<file path="config.mk">
export PLATFORM = sky130hd
export DESIGN_NAME = pipeline_memory_access
export DESIGN_NICKNAME = d
export VERILOG_FILES = /design/src/rtl/pipeline_pkg.sv /design/src/rtl/load_store_align.sv /design/src/rtl/pipeline_memory_access.sv
export SDC_FILE = /design/constraint.sdc
export NUM_CORES = 1
export LEC_CHECK = 0
export ABC_AREA = 0
export CAP_MARGIN = 40
export CORE_MARGIN = 4
export CORE_UTILIZATION = 30
export CTS_CLUSTER_SIZE = 24
export DETAILED_ROUTE_END_ITERATION = 10
export PLACE_DENSITY = 0.72
export SETUP_SLACK_MARGIN = 0.1
export SLEW_MARGIN = 20
export SYNTH_ARGS = -nofsm -noshare
export SYNTH_HDL_FRONTEND = slang
export SYNTH_SLANG_ARGS = --single-unit
</file>
<file path="constraint.sdc">
create_clock -name clk_i -period 2.4 [get_ports clk_i]
set_input_delay 0.48 -clock clk_i [delete_from_list [all_inputs] [get_ports clk_i]]
set_output_delay 0.48 -clock clk_i [all_outputs]
set_load 0.005 [all_outputs]
</file>
<file path="src/rtl/pipeline_pkg.sv">
// Shared definitions for the pipeline MEM stage: access-size codes, writeback-select
// encodings and the memory-handshake FSM state type.
package pipeline_pkg;

  localparam logic [2:0] F3_LB  = 3'b000;
  localparam logic [2:0] F3_LH  = 3'b001;
  localparam logic [2:0] F3_LW  = 3'b010;
  localparam logic [2:0] F3_LBU = 3'b100;
  localparam logic [2:0] F3_LHU = 3'b101;

  localparam logic [1:0] WB_MEM = 2'b00;
  localparam logic [1:0] WB_ALU = 2'b01;
  localparam logic [1:0] WB_PC  = 2'b10;
  localparam logic [1:0] WB_IMM = 2'b11;

  typedef enum logic [1:0] {
    StIdle = 2'b00,
    StReq  = 2'b01,
    StResp = 2'b10
  } mem_state_e;

  typedef enum logic [1:0] {
    SizeByte = 2'b00,
    SizeHalf = 2'b01,
    SizeWord = 2'b10
  } access_size_e;

  // Anything outside the byte/half encodings is handled as a full word.
  function automatic access_size_e f3_size(input logic [2:0] f3);
    access_size_e size;
    case (f3)
      F3_LB, F3_LBU: size = SizeByte;
      F3_LH, F3_LHU: size = SizeHalf;
      default:       size = SizeWord;
    endcase
    return size;
  endfunction

endpackage

</file>
<file path="src/rtl/load_store_align.sv">
// Combinational lane logic for the MEM stage: store byte enables and lane replication,
// load byte/half extraction with sign or zero extension, and alignment checking.
module load_store_align
  import pipeline_pkg::*;
#(
  parameter int unsigned XLEN = 32
) (
  input  logic [2:0]      funct3,
  input  logic [1:0]      addr_lo,
  input  logic [1:0]      load_lane,
  input  logic [XLEN-1:0] store_data,
  input  logic [XLEN-1:0] rdata,
  output logic            aligned,
  output logic [3:0]      be,
  output logic [XLEN-1:0] wdata,
  output logic [XLEN-1:0] load_data
);

  access_size_e size;
  logic [7:0]   rbyte;
  logic [15:0]  rhalf;

  assign size  = f3_size(funct3);
  assign rbyte = rdata[{load_lane, 3'b000} +: 8];
  assign rhalf = load_lane[1] ? rdata[31:16] : rdata[15:0];

  always_comb begin
    aligned = 1'b1;
    be      = 4'b1111;
    wdata   = store_data;
    case (size)
      SizeByte: begin
        be    = 4'b0001 << addr_lo;
        wdata = {4{store_data[7:0]}};
      end
      SizeHalf: begin
        aligned = ~addr_lo[0];
        be      = 4'b0011 << addr_lo;
        wdata   = {2{store_data[15:0]}};
      end
      default: begin
        aligned = (addr_lo == 2'b00);
      end
    endcase
  end

  always_comb begin
    load_data = rdata;
    case (funct3)
      F3_LB:   load_data = {{24{rbyte[7]}}, rbyte};
      F3_LBU:  load_data = {24'h000000, rbyte};
      F3_LH:   load_data = {{16{rhalf[15]}}, rhalf};
      F3_LHU:  load_data = {16'h0000, rhalf};
      default: load_data = rdata;
    endcase
  end

endmodule

</file>
<file path="src/rtl/pipeline_memory_access.sv">
// MEM stage: drives the data-memory req/gnt/rvalid handshake, stalls upstream while an
// access is outstanding, and registers the MEM/WB values consumed by writeback.
module pipeline_memory_access
  import pipeline_pkg::*;
#(
  parameter int unsigned XLEN       = 32,
  parameter int unsigned REG_ADDR_W = 5
) (
  input  logic                  clk_i,
  input  logic                  reset_i,
  input  logic                  valid_i,
  input  logic                  mem_read_i,
  input  logic                  mem_write_i,
  input  logic [2:0]            funct3_i,
  input  logic [XLEN-1:0]       alu_result_i,
  input  logic [XLEN-1:0]       store_data_i,
  input  logic [XLEN-1:0]       pcsrc_i,
  input  logic [XLEN-1:0]       offset_i,
  input  logic [1:0]            dmem_to_reg_i,
  input  logic                  reg_write_i,
  input  logic [REG_ADDR_W-1:0] rd_i,
  input  logic                  flush_i,
  output logic                  stall_o,
  output logic                  dmem_req_o,
  output logic                  dmem_we_o,
  output logic [XLEN-1:0]       dmem_addr_o,
  output logic [XLEN-1:0]       dmem_wdata_o,
  output logic [3:0]            dmem_be_o,
  input  logic                  dmem_gnt_i,
  input  logic                  dmem_rvalid_i,
  input  logic [XLEN-1:0]       dmem_rdata_i,
  output logic                  misalign_o,
  output logic                  wb_valid_o,
  output logic                  wb_reg_write_o,
  output logic [REG_ADDR_W-1:0] wb_rd_o,
  output logic [1:0]            wb_dmem_to_reg_o,
  output logic [XLEN-1:0]       wb_mem_data_read_o,
  output logic [XLEN-1:0]       wb_alu_result_o,
  output logic [XLEN-1:0]       wb_pcsrc_o,
  output logic [XLEN-1:0]       wb_offset_o
);

  mem_state_e state_q, state_d;
  logic       discard_q, discard_d;
  logic [1:0] lane_q, lane_d;

  logic            is_access, is_store, is_load;
  logic            aligned, misaligned, mem_op;
  logic            req, done, stall, bus_req;
  logic [3:0]      be;
  logic [XLEN-1:0] wdata, load_data;

  logic                  misalign_q;
  logic                  wb_valid_q, wb_reg_write_q;
  logic [REG_ADDR_W-1:0] wb_rd_q;
  logic [1:0]            wb_dmem_to_reg_q;
  logic [XLEN-1:0]       wb_mem_data_q, wb_alu_result_q, wb_pcsrc_q, wb_offset_q;

  load_store_align #(
    .XLEN (XLEN)
  ) u_align (
    .funct3     (funct3_i),
    .addr_lo    (alu_result_i[1:0]),
    .load_lane  (lane_q),
    .store_data (store_data_i),
    .rdata      (dmem_rdata_i),
    .aligned    (aligned),
    .be         (be),
    .wdata      (wdata),
    .load_data  (load_data)
  );

  assign is_access  = valid_i & (mem_read_i | mem_write_i);
  assign is_store   = mem_write_i;
  assign is_load    = mem_read_i & ~mem_write_i;
  assign misaligned = is_access & ~aligned;
  assign mem_op     = is_access & aligned;

  always_comb begin
    state_d   = state_q;
    discard_d = discard_q;
    lane_d    = lane_q;
    req       = 1'b0;
    done      = 1'b0;
    case (state_q)
      StIdle: begin
        req = mem_op & ~flush_i;
        if (req) begin
          lane_d    = alu_result_i[1:0];
          discard_d = 1'b0;
          if (dmem_gnt_i) begin
            if (is_store) done = 1'b1;
            else          state_d = StResp;
          end else begin
            state_d = StReq;
          end
        end
      end
      StReq: begin
        if (flush_i) begin
          state_d = StIdle;
        end else begin
          req = 1'b1;
          if (dmem_gnt_i) begin
            if (is_store) begin
              done    = 1'b1;
              state_d = StIdle;
            end else begin
              state_d = StResp;
            end
          end
        end
      end
      StResp: begin
        // A flushed load still owns the bus until its response; remember to drop it.
        if (flush_i) discard_d = 1'b1;
        if (dmem_rvalid_i) begin
          done      = is_load & ~discard_q;
          discard_d = 1'b0;
          state_d   = StIdle;
        end
      end
      default: state_d = StIdle;
    endcase
  end

  always_ff @(posedge clk_i or negedge reset_i) begin
    if (!reset_i) begin
      state_q   <= StIdle;
      discard_q <= 1'b0;
      lane_q    <= 2'b00;
    end else begin
      state_q   <= state_d;
      discard_q <= discard_d;
      lane_q    <= lane_d;
    end
  end

  // Reset gates the combinational outputs so everything reads zero while reset_i is low.
  assign bus_req      = reset_i & req;
  assign stall        = reset_i & mem_op & ~done & ~flush_i;
  assign stall_o      = stall;
  assign dmem_req_o   = bus_req;
  assign dmem_we_o    = bus_req & is_store;
  assign dmem_addr_o  = bus_req ? {alu_result_i[XLEN-1:2], 2'b00} : '0;
  assign dmem_wdata_o = (bus_req & is_store) ? wdata : '0;
  assign dmem_be_o    = (bus_req & is_store) ? be : 4'b0000;

  always_ff @(posedge clk_i or negedge reset_i) begin
    if (!reset_i) begin
      misalign_q       <= 1'b0;
      wb_valid_q       <= 1'b0;
      wb_reg_write_q   <= 1'b0;
      wb_rd_q          <= '0;
      wb_dmem_to_reg_q <= 2'b00;
      wb_mem_data_q    <= '0;
      wb_alu_result_q  <= '0;
      wb_pcsrc_q       <= '0;
      wb_offset_q      <= '0;
    end else begin
      misalign_q <= misaligned & ~flush_i;
      if (stall || flush_i) begin
        wb_valid_q     <= 1'b0;
        wb_reg_write_q <= 1'b0;
      end else begin
        wb_valid_q       <= valid_i & ~misaligned;
        wb_reg_write_q   <= reg_write_i & valid_i & ~misaligned;
        wb_rd_q          <= rd_i;
        wb_dmem_to_reg_q <= dmem_to_reg_i;
        wb_mem_data_q    <= load_data;
        wb_alu_result_q  <= alu_result_i;
        wb_pcsrc_q       <= pcsrc_i;
        wb_offset_q      <= offset_i;
      end
    end
  end

  assign misalign_o         = misalign_q;
  assign wb_valid_o         = wb_valid_q;
  assign wb_reg_write_o     = wb_reg_write_q;
  assign wb_rd_o            = wb_rd_q;
  assign wb_dmem_to_reg_o   = wb_dmem_to_reg_q;
  assign wb_mem_data_read_o = wb_mem_data_q;
  assign wb_alu_result_o    = wb_alu_result_q;
  assign wb_pcsrc_o         = wb_pcsrc_q;
  assign wb_offset_o        = wb_offset_q;

endmodule

</file>
# == After elaboration in Yosys (flattened, before gate mapping) ==
# Cells that the tools add are included.
# op_classes
eq_ne,11
shift,3
n_mux,31
bitwise,23
n_reduce_logical,11
# op_table
operator,count
$pmux 32 s4,1
$mux 32,2
$pmux 32 s2,1
$shiftx 32x6->8,1
$mux 16,1
$and 1x1->1,15
$mux 2,7
$mux 1,11
$ne 3x3->1 const B,3
$pmux 4 s2,1
$not 1->1,7
$eq 3x3->1 const B,2
$logic_not 2->1,3
$pmux 1 s2,3
$pmux 2 s3,1
$eq 2x1->1 const B,2
$mux 4,1
$ne 2x2->1 const B,2
$pmux 2 s2,1
$reduce_and 4->1,1
$reduce_or 2->1,2
$shl 1x2->4 const A,1
$shl 2x2->4 const A,1
$eq 3x1->1 const B,1
other kinds (8),8
# totals
reg_bits,143
in_bits,179
elab_cells,91

# == Logic depth before layout (Yosys ltp) ==
# Gate-level depths: netlist (run 1).
# depth
word_depth,14
mapped_depth,7

# == By module ==
# A second synthesis (run 1) with hierarchy kept.
# unflattened
cells_unflattened,585
area_unflattened_um2,7209.4
# modules_own_cells
module,n_inst,cells_each,area_per_inst_um2,seq_area_each_um2
pipeline_memory_access,1,397,5848.1,3578.4
load_store_align,1,188,1361.3,0.0

# == Worst setup path after synthesis (run 1) ==
# Ideal clock, no wire load.
# synth_timing
path_type,in2out
startpoint,in alu_result_i[0]
endpoint,out dmem_addr_o[12]
arrival_ns,1.921
slack_ns,-0.001
stages,7
path_buffers,3
cell_sequence,buf_6 -> or2_4 -> a221oi_1 -> o211a_1 -> buf_2 -> clkbuf_1 -> and2_1
# synth_between
elab_chain_len,7
elab_cells_between_ends,8
# synth_rtl
element,line,rtl
from (decl),pipeline_memory_access.sv:15,"input logic [XLEN-1:0] alu_result_i,"
$logic_not 2->1 / $not 1->1 (equally long branches),"load_store_align.sv:42, load_store_align.sv:37",
$pmux 1 s2 (*),load_store_align.sv:31,case (size)
$and 1x1->1 (*),pipeline_memory_access.sv:77,assign mem_op = is_access & aligned;
$and 1x1->1 (*),pipeline_memory_access.sv:87,req = mem_op & ~flush_i;
$pmux 1 s2 (*),pipeline_memory_access.sv:85,case (state_q)
$and 1x1->1 (*),pipeline_memory_access.sv:140,assign bus_req = reset_i & req;
$mux 32 (*),pipeline_memory_access.sv:145,"assign dmem_addr_o = bus_req ? {alu_result_i[XLEN-1:2], 2'b00} : '0;"
to (decl),pipeline_memory_access.sv:26,"output logic [XLEN-1:0] dmem_addr_o,"
# Every way passes the cells marked *; elsewhere a longest branch is shown, timed or not.

# == Worst setup path in the final report (run 1) ==
# layout_timing
startpoint,in alu_result_i[1]
endpoint,out dmem_wdata_o[6]
# layout_between
elab_chain_len,8
# layout_rtl
element,line,rtl
$logic_not 2->1,load_store_align.sv:42,aligned = (addr_lo == 2'b00);
$pmux 1 s2,load_store_align.sv:31,
$and 1x1->1,pipeline_memory_access.sv:77,
$and 1x1->1,pipeline_memory_access.sv:87,
$pmux 1 s2,pipeline_memory_access.sv:85,
$and 1x1->1,pipeline_memory_access.sv:140,
$and 1x1->1,pipeline_memory_access.sv:146,assign dmem_wdata_o = (bus_req & is_store) ? wdata : '0;
$mux 32,pipeline_memory_access.sv:146,
to (decl),pipeline_memory_access.sv:27,"output logic [XLEN-1:0] dmem_wdata_o,"
# No other way between the ends.

==> results.toml, run 1 <==
[floorplanning]
dieWidth_um = 167
floorplan.initialDensity_pct = 30.8
dieArea_um2 = 27800
top_level_ports = 388
floorplan.rows = 57
die_y_um = 167
core_um2 = 24500

[synthesis]
synth_enable_flop_cells = 0
synth_compound_gate_area_share_pct = 9.46
synthesis.yosys.warnings = 0
main_combinational_cell_family_by_area_after_synthesis = "multiplexers"
post_synth.cell_area_avg_um2 = 13.0
area_fraction_in_and_or_nand_and_nor_cells_after_synthesis_pct = 7.49
synth_cells = 581
synthArstFlopShare_pct = 100
synthDistinctLibCells = 45
post_synth_fa_ha_maj_area_fraction_pct = 0
muxShareOfSynthArea_pct = 29.7
synth-seq-cells = 143
synthesis.area_um2 = 7550
yosys_most_used_dff = "dfrtp_1"
synth.yosys.seq_area_share_pct = 47.4
synth_xor_area_share_pct = 0

[finish]
final_net_count = 1206
flow.area_growth_from_synthesis_pct = 76.1
diodes = 0
layout-drive-gt1-share_pct = 36.6
nFillCells = 2085

[global_route]
via_count_of_the_first_global_routing_pass = 6963
initial_antenna_violation_count = 0
use_met2_pct = 32.9
globalRoute.totalOverflow = 0
maximum_number_of_pins_on_one_net_before_global_route_repair = 116
met1_track_utilization_from_global_routing_pct = 22.3
overall_routing_resource_usage_pct = 19.2
grt_most_used_layer = "met2"
globalRouteMet3Util_pct = 5.69
grt_pass1_wl_um = 41700

[clock_network]
cts_tree = "yes"
clk_pin_slew_worst_paths_ns = 0.08
numCtsBuffers = 17
cts-root-to-sink-buffers = 2
cts.root.buffer_cell = "clkbuf_16"
h-tree-depth = 4
cts_sinks = 143
clkLatencyLatePin_ns = 0.42

[sta]
layout_setup_ws_ns = -0.113
rsz_0062_raised_after_global_routing = "yes"
fin_crit_sh_pct = 105
fin_worst_hold_slack_ns = 0.155
relSlewSlack_pct = 58.6
timing.final.max_slew_violations = 0
setup_violating_endpoint_count_in_the_final_report = 48
fin_setup_tns_ns = -1.64
tightestPinTransition_ns = 0.621
fmaxAchievable_mhz = 398
finalHoldViolations = 0
fin_crit_ns = 2.51
finClkSkew_ns = 0.0182

[flow_run]
max_cap_violations = 0

[place]
final_replace_weighted_congestion = 0.839
place.port_buffers = 385
estimated_wirelength_of_the_detail_placed_design_um = 19900
place_ws_ns = -0.717

[setup_path]
worst_setup_path_class = "in2out"
worst_ep_arrival_time_ns = 2.03
worst_setup_path_start_kind = "primary input"
crit_required_ns = 1.92
timing.critical_path.to_type = "output port"
crit_path_max_fanout = 3

[route]
route.detailed.wl_per_inst_um = 20.8
route.vias.total = 6511
postRouteWirelength_um = 28400
drc = 0
firstDrtPassIters = 6
ant_nets = 0
drt-vias-per-instance = 4.77
detailedRoute.firstIterationViolations = 265

[pwr]
power.ir.vdd_worst_v = 0.000395
powerDensity_nw_per_um2 = 618
power_leakage_nw = 6.05

[run_status]
failed_checks = "setup timing"
run_status = "finished with violations"

[hold_path]
hold_path.class = "in2async"
## flip-flops by register name (all words and copies together), names as in the netlist
name and count:
wb_alu_result_o 32, wb_mem_data_read_o 32, wb_offset_o 32, wb_pcsrc_o 32, wb_rd_o 5, lane_q 2, state_q 2, wb_dmem_to_reg_o 2
discard_q 1, misalign_o 1, wb_reg_write_o 1, wb_valid_o 1
## critical path, stage by stage
cell      delay (ns)
buf_6           0.09
or2_4           0.25
a221oi_4        0.28
o211a_4         0.24
buf_12          0.12
buf_16          0.10
buf_12          0.10
buf_6           0.10
and3_1          0.16
buf_2           0.11
## timing repair
item,4_1_cts,5_1_grt
endpoints found under the setup margin,180,109
hold endpoints to repair,2,0
pin swaps,29,10
setup buffers,22,4
hold buffers,1,0
cloned,8,3
gates resized for setup,342,85
## logic make-up after synthesis
group                  Yosys count
buffers and inverters           65
and+or+nand+nor                109
other                            1
DFF                            143
AOI/OAI and AO/OA              100
muxes                          163
## per-stage QoR
stage                     std cells  instance area, um^2  util (%)  power, mW
after floorplan                 582                 7560         -       3.98
after global routing           1364                13300      54.2       8.61
after detailed placement       1297                11900      48.6       5.37
after CTS                      1359                12900      52.7       8.28
after global placement         1296                11900      48.6       5.33
final                          1364                13300      54.2       8.23
## routing by layer
layer | up-vias | wire (um)
met4 | 0 | 1110
li1 | 2972 | -
met5 | - | 0
met3 | 60 | 2000
met1 | 3158 | 11300
met2 | 321 | 14000
## worst paths after layout
check                           slack (ns)  depth (start not counted)                                 to                   startpoint
worst max-delay path                 -0.11                         10                    dmem_wdata_o[6]              alu_result_i[1]
worst min-delay path                  0.15                          2             state_q[1]$_DFFE_PN0P_                      reset_i
worst max register to register        0.19                          5         wb_pcsrc_o[29]$_DFFE_PN0N_       state_q[0]$_DFFE_PN0P_
worst min register to register        0.51                          1        wb_offset_o[16]$_DFFE_PN0N_  wb_offset_o[16]$_DFFE_PN0N_
max in group asynchronous             1.69                          2  wb_mem_data_read_o[2]$_DFFE_PN0N_                      reset_i
min in group clk_i                    0.45                          3               misalign_o$_DFF_PN0_                      flush_i
## layout by cell type, fill, tap and decap left out, types with 17 or more instances in the layout
| cell type | Yosys | final |
|---|---|---|
| mux2i_1 | 36 | 36 |
| nor2_4 | 0 | 17 |
| a22o_1 | 19 | 19 |
| buf_6 | 4 | 42 |
| dfrtp_1 | 143 | 142 |
| clkdlybuf4s50_1 | 0 | 307 |
| nor2_1 | 34 | 17 |
| mux2_4 | 117 | 117 |
| and2_4 | 0 | 24 |
| clkbuf_16 | 0 | 21 |
| inv_1 | 19 | 18 |
| buf_4 | 3 | 45 |
| buf_2 | 2 | 42 |
## Yosys cell counts (2+ instances only)
| cell | number | area share [%] |
|---|---|---|
| o21ai_0 | 14 | 0.93 |
| nand2_1 | 16 | 0.80 |
| nand3b_1 | 4 | 0.40 |
| inv_1 | 19 | 0.94 |
| dfrtp_1 | 143 | 47 |
| o2bb2ai_1 | 3 | 0.35 |
| nor2_1 | 34 | 1.7 |
| buf_1 | 2 | 0.099 |
| a21oi_1 | 24 | 1.6 |
| buf_12 | 10 | 2.7 |
| o221ai_1 | 4 | 0.46 |
| and3_1 | 9 | 0.75 |
| clkbuf_1 | 25 | 1.2 |
| buf_6 | 4 | 0.60 |
| nand2b_1 | 7 | 0.58 |
| a222oi_1 | 3 | 0.40 |
| o211a_1 | 2 | 0.27 |
| o22ai_1 | 5 | 0.41 |
| buf_2 | 2 | 0.13 |
| o21a_1 | 5 | 0.50 |
| o21bai_1 | 2 | 0.20 |
| nor3_1 | 2 | 0.13 |
| and2_1 | 30 | 2.5 |
| a22o_1 | 19 | 2.2 |
| buf_4 | 3 | 0.30 |
| mux2_2 | 9 | 1.3 |
| a22oi_1 | 7 | 0.70 |
| o211ai_1 | 3 | 0.30 |
| mux2_4 | 117 | 23 |
| nor2b_1 | 4 | 0.33 |
| mux2i_1 | 36 | 4.8 |
## cell type report
cell class / instances / area, um^2 / share of cell area [%]
flip-flops and latches: 143 / 3580 / 26.9
clock inverters: 15 / 195 / 1.47
well taps: 324 / 405 / 3.05
inverters: 19 / 76.3 / 0.574
multi-input cells: 374 / 3830 / 28.8
repair buffers: 472 / 4790 / 36.0
clock buffers: 17 / 425 / 3.20
## power by group
part / total, mW / switching (mW) / leakage (nW) / internal, mW
registers: 2.95 / 0.204 / 1.70 / 2.74
logic: 2.48 / 0.901 / 4.04 / 1.58
clock network: 2.80 / 1.20 / 0.306 / 1.60
Note: power is estimated with default switching activity, not from simulation.
==> run 2: changes to the inputs <==
Settings changed: CORE_UTILIZATION 30 to 35, PLACE_DENSITY 0.72 to 0.81.
==> run 2 against run 1 <==
- highest routed layer is now met5
- combinational power barely moved
- final cell count fell by 3.7%
- largest cell class unchanged
- the flow still finishes with violations (setup timing)
- count of clock-buffer cells in the layout increased by 2
- sequential cell count did not move
- register-to-register slack worse by 0.05 ns
==> results.toml, run 2 (same netlist as run 1, synthesis figures left out) <==
[run_status]
run_status = "finished with violations"
failed_checks = "setup timing"

[pwr]
combinationalPowerShare_pct = 30.5
power_report.internal_total_mw = 5.80
net-switching-power_mw = 2.24
power_leakage_nw = 6.05
pwr-share-clk_pct = 32.8
totalPowerFinal_mw = 8.04
seq_power_share_pct = 36.7
netSwitchingFraction_pct = 27.9
powerDensity_nw_per_um2 = 616
power.ir.vdd_worst_v = 0.000451

[hold_path]
hold_path.class = "in2async"

[route]
drt-vias-per-instance = 5.01
firstDrtPassIters = 4
route.detailed.wl_per_inst_um = 21.6
route.vias.total = 6578
drc = 0
postRouteWirelength_um = 28400
ant_nets = 0
detailedRoute.firstIterationViolations = 216

[setup_path]
crit_required_ns = 1.92
timing.critical_path.to_type = "output port"
worstPathCellList = "buf_6, or2_4, a221oi_4, buf_4, o211a_4, clkbuf_16, buf_8, buf_6, and3_1, clkbuf_2"
worst_setup_path_start_kind = "primary input"
worst_ep_arrival_time_ns = 2.17
cp_top_family = "buffers and inverters"
crit_path_max_fanout = 5
worst_setup_path_class = "in2out"
worst_path_largest_cell_delay_ns = 0.30
critical-path-slowest-cell = "a221oi_4"
critical_path.n_buffers_inverters = 6
path_common_cell = "buf_6"

[finish]
final_net_count = 1204
layout-drive-gt1-share_pct = 35.0
nFillCells = 1605
layout_common_cells = "308 x clkdlybuf4s50_1, 143 x dfrtp_1, 117 x mux2_4"
most_common_library_cell_in_the_layout_ignoring_fill_and_taps = "clkdlybuf4s50_1"
flow.area_growth_from_synthesis_pct = 72.8

[sta]
tightestPinTransition_ns = 0.566
fin_crit_ns = 2.65
fin_crit_sh_pct = 110
layout_setup_ws_ns = -0.251
timing.final.max_slew_violations = 0
relSlewSlack_pct = 62.1
rsz_0062_raised_after_global_routing = "yes"
finalHoldViolations = 0
fin_worst_hold_slack_ns = 0.194
finClkSkew_ns = 0.00998
fmaxAchievable_mhz = 377
setup_violating_endpoint_count_in_the_final_report = 67

[floorplanning]
dieArea_um2 = 24000
top_level_ports = 388
core_um2 = 21200
dieWidth_um = 155
die_y_um = 155
floorplan.rows = 53
floorplan.initialDensity_pct = 35.7

[clock_network]
h-tree-depth = 4
cts-root-to-sink-buffers = 2
clk_pin_slew_worst_paths_ns = 0.06
clkLatencyLatePin_ns = 0.42
numCtsBuffers = 17
cts_sinks = 143
cts_tree = "yes"
cts.root.buffer_cell = "clkbuf_16"

[place]
place_ws_ns = -0.708
estimated_wirelength_of_the_detail_placed_design_um = 20400
final_replace_weighted_congestion = 0.837
place.port_buffers = 385

[global_route]
via_count_of_the_first_global_routing_pass = 7012
grt_pass1_wl_um = 40300
globalRoute.totalOverflow = 0
overall_routing_resource_usage_pct = 21.6
maximum_number_of_pins_on_one_net_before_global_route_repair = 60
initial_antenna_violation_count = 2

[flow_run]
max_cap_violations = 0
run 2: changes by cell type in the layout (fill, tap and decap cells not counted), sizes merged, moves of 3 or more:
cell,delta
dlymetal6s2s,+5
clkbuf,+22
clkdlybuf4s15,-3
buf,-24
run 2: final cells by class:
class	count	area (um^2)	share of cell area [%]
clock buffers	19	443	3.39
well taps	275	344	2.64
repair buffers	470	4640	35.6
multi-input cells	374	3820	29.2
diodes	1	2.50	0.0192
clock inverters	13	144	1.10
flip-flops and latches	143	3580	27.4
inverters	19	76.3	0.585
run 2: what timing repair did:
item                                    in CTS  in global routing
endpoints found under the setup margin     184                112
gates cloned                                 3                  7
gates resized for setup                    107                240
hold buffers                                 0                  0
pin swaps                                    2                 25
setup buffers                               10                 25
run 2: through the flow:
step,instance area (um^2),instances,setup TNS (ns),utilization (%)
floorplan,7560,582,0,-
global placement,11800,1239,-90.90,55.7
detailed placement,11800,1241,-93.63,55.9
CTS,12600,1286,-17.64,59.5
global route,13000,1313,-13.49,61.7
finish,13000,1314,-9.78,61.7
run 2: per-layer routing:
metal | share of wire [%] | vias up | GRT usage, %
li1 | - | 2974 | -
met1 | 38 | 3207 | 24.2
met2 | 50 | 326 | 37.5
met3 | 9.4 | 67 | 7.82
met4 | 3.2 | 4 | 8.24
met5 | 0.088 | - | 0
run 2: worst paths after layout:
check / from / end / slack [ns] / cells after the start
hold reg to reg: wb_alu_result_o[5]$_DFFE_PN0N_ / wb_alu_result_o[5]$_DFFE_PN0N_ / 0.51 / 1
setup reg to reg: state_q[0]$_DFFE_PN0P_ / wb_alu_result_o[23]$_DFFE_PN0N_ / 0.14 / 6
min in group clk_i: alu_result_i[1] / wb_alu_result_o[1]$_DFFE_PN0N_ / 0.45 / 3
setup / recovery: alu_result_i[1] / dmem_wdata_o[2] / -0.25 / 10
max in group asynchronous: reset_i / wb_pcsrc_o[29]$_DFFE_PN0N_ / 1.26 / 4
hold / removal: reset_i / wb_mem_data_read_o[14]$_DFFE_PN0N_ / 0.19 / 2
run 2: power groups by stage:
stage          Clock [mW]  Sequential [mW]  Combinational, mW
6_report             2.64             2.96               2.45
5_1_grt              2.81             3.00               2.60
4_1_cts              2.71             2.96               2.39
3_5_place_dp            0             3.00               2.36
3_3_place_gp            0             2.98               2.33
2_1_floorplan           0             2.98               1.01
==> run 3: changes to the inputs <==
Settings changed: SKIP_CTS_REPAIR_TIMING set to 1.
==> run 3 against run 2 <==
- worst setup slack got worse by 0.026 ns
- final area increased by 1.8%
- via count increased by 2.0%
- the flow still finishes with violations (setup timing)
- largest cell class unchanged
- clock skew increased by 0.0058 ns
- die area unchanged
- critical path depth unchanged
- register-to-register slack improved by 0.05 ns
- global-route usage decreased by 0.70 points
- routed wire length increased by 1.7%
- sequential power about the same
==> results.toml, run 3 (same netlist as run 1, synthesis figures left out) <==
[run_status]
failed_checks = "setup timing"
run_status = "finished with violations"

[global_route]
initial_antenna_violation_count = 3
maximum_number_of_pins_on_one_net_before_global_route_repair = 60
globalRoute.totalOverflow = 0
via_count_of_the_first_global_routing_pass = 6871
overall_routing_resource_usage_pct = 20.9
grt_pass1_wl_um = 39100

[route]
drt-vias-per-instance = 5.06
route.detailed.wl_per_inst_um = 21.8
ant_nets = 0
drc = 0
firstDrtPassIters = 6
route.vias.total = 6711
detailedRoute.firstIterationViolations = 249
postRouteWirelength_um = 28900

[place]
place.port_buffers = 385
place_ws_ns = -0.708
estimated_wirelength_of_the_detail_placed_design_um = 20400
final_replace_weighted_congestion = 0.837

[floorplanning]
top_level_ports = 388
dieArea_um2 = 24000
core_um2 = 21200
floorplan.rows = 53
die_y_um = 155
dieWidth_um = 155
floorplan.initialDensity_pct = 35.7

[setup_path]
crit_required_ns = 1.92
crit_path_max_fanout = 5
worst_setup_path_class = "in2out"
path_common_cell = "buf_6"
rr_worst_depth = 7
worst_path_largest_cell_delay_ns = 0.32
setup.worst_path.end = "dmem_wdata_o[8]"
critical-path-slowest-cell = "a221oi_4"
critical_path.startpoint = "alu_result_i[0]"
setup.reg_to_reg.worst_slack_ns = 0.19
timing.critical_path.to_type = "output port"
worst_ep_arrival_time_ns = 2.20
worstPathCellList = "buf_6, or2_4, a221oi_4, buf_6, o2111ai_4, clkbuf_16, buf_6, buf_6, a21oi_2, clkbuf_2"
cp_top_family = "buffers and inverters"
worst_setup_path_start_kind = "primary input"
worst_r2r_endpoint = "wb_offset_o[8]$_DFFE_PN0N_"
worstReg2RegStart = "state_q[0]$_DFFE_PN0P_"
critical_path.n_buffers_inverters = 6
worst-path-stages = 10

[pwr]
totalPowerFinal_mw = 8.09
power_report.internal_total_mw = 5.83
combinationalPowerShare_pct = 30.8
power_leakage_nw = 6.26
seq_power_share_pct = 36.5
netSwitchingFraction_pct = 28.0
net-switching-power_mw = 2.26
pwr-share-clk_pct = 32.7
power.ir.vdd_worst_v = 0.000444
powerDensity_nw_per_um2 = 609

[finish]
most_common_library_cell_in_the_layout_ignoring_fill_and_taps = "clkdlybuf4s50_1"
final_core_area_utilization_pct = 62.8
final_net_count = 1216
flow.area_growth_from_synthesis_pct = 75.9
layout-drive-gt1-share_pct = 35.8
layout_common_cells = "307 x clkdlybuf4s50_1, 143 x dfrtp_1, 117 x mux2_4"

[clock_network]
numCtsBuffers = 17
cts_sinks = 143
cts-root-to-sink-buffers = 2
h-tree-depth = 4
cts_tree = "yes"
clk_pin_slew_worst_paths_ns = 0.06
cts.root.buffer_cell = "clkbuf_16"
clkLatencyLatePin_ns = 0.43

[sta]
rsz_0062_raised_after_global_routing = "yes"
tightestPinTransition_ns = 0.555
fin_crit_sh_pct = 112
fin_setup_tns_ns = -9.33
timing.final.max_slew_violations = 0
fin_crit_ns = 2.68
fmaxAchievable_mhz = 374
setup_violating_endpoint_count_in_the_final_report = 62
layout_setup_ws_ns = -0.277
finalHoldViolations = 0
relSlewSlack_pct = 62.9
finClkSkew_ns = 0.0157

[flow_run]
max_cap_violations = 0

[hold_path]
hold_path.class = "in2async"
run 3: power by group through the flow:
stage | logic [mW] | clock network (mW) | registers (mW)
2_1_floorplan | 1.01 | 0 | 2.98
6_report | 2.49 | 2.65 | 2.96
5_1_grt | 2.64 | 2.82 | 3.00
3_5_place_dp | 2.36 | 0 | 3.00
4_1_cts | 2.37 | 2.71 | 2.96
3_3_place_gp | 2.33 | 0 | 2.98
run 3: area by class of cell:
cell class              instances  area (um^2)
repair buffers                482         4940
multi-input cells             374         3770
fillers                      1579         7860
clock buffers                  19          443
diodes                          1         2.50
clock inverters                13          144
well taps                     275          344
flip-flops and latches        143         3580
inverters                      19         71.3
run 3: per-stage QoR:
step / cell area, um^2 / instances / hold slack (ns)
2_1_floorplan: 7560 / 582 / 0.184
3_3_place_gp: 11800 / 1239 / 0.490
3_5_place_dp: 11800 / 1241 / 0.492
4_1_cts: 12400 / 1273 / 0.185
5_1_grt: 13300 / 1326 / 0.218
6_report: 13300 / 1326 / 0.195
run 3: metal layers:
metal  global-route usage [%]  wire [um]  share of wire [%]
met5                        0         25              0.087
met4                     8.12        945                3.3
met3                     7.62       2740                9.5
met2                     35.9      14500                 50
met1                     23.6      10700                 37
run 3: how the worst min path moves through the flow:
stage                                           start                                  to
after floorplan                               reset_i               discard_q$_DFFE_PN0P_
after global placement    wb_offset_o[31]$_DFFE_PN0N_         wb_offset_o[31]$_DFFE_PN0N_
after detailed placement  wb_offset_o[13]$_DFFE_PN0N_         wb_offset_o[13]$_DFFE_PN0N_
after CTS                                     reset_i          wb_offset_o[5]$_DFFE_PN0N_
after global routing                          reset_i              wb_rd_o[0]$_DFFE_PN0N_
final                                         reset_i  wb_mem_data_read_o[14]$_DFFE_PN0N_
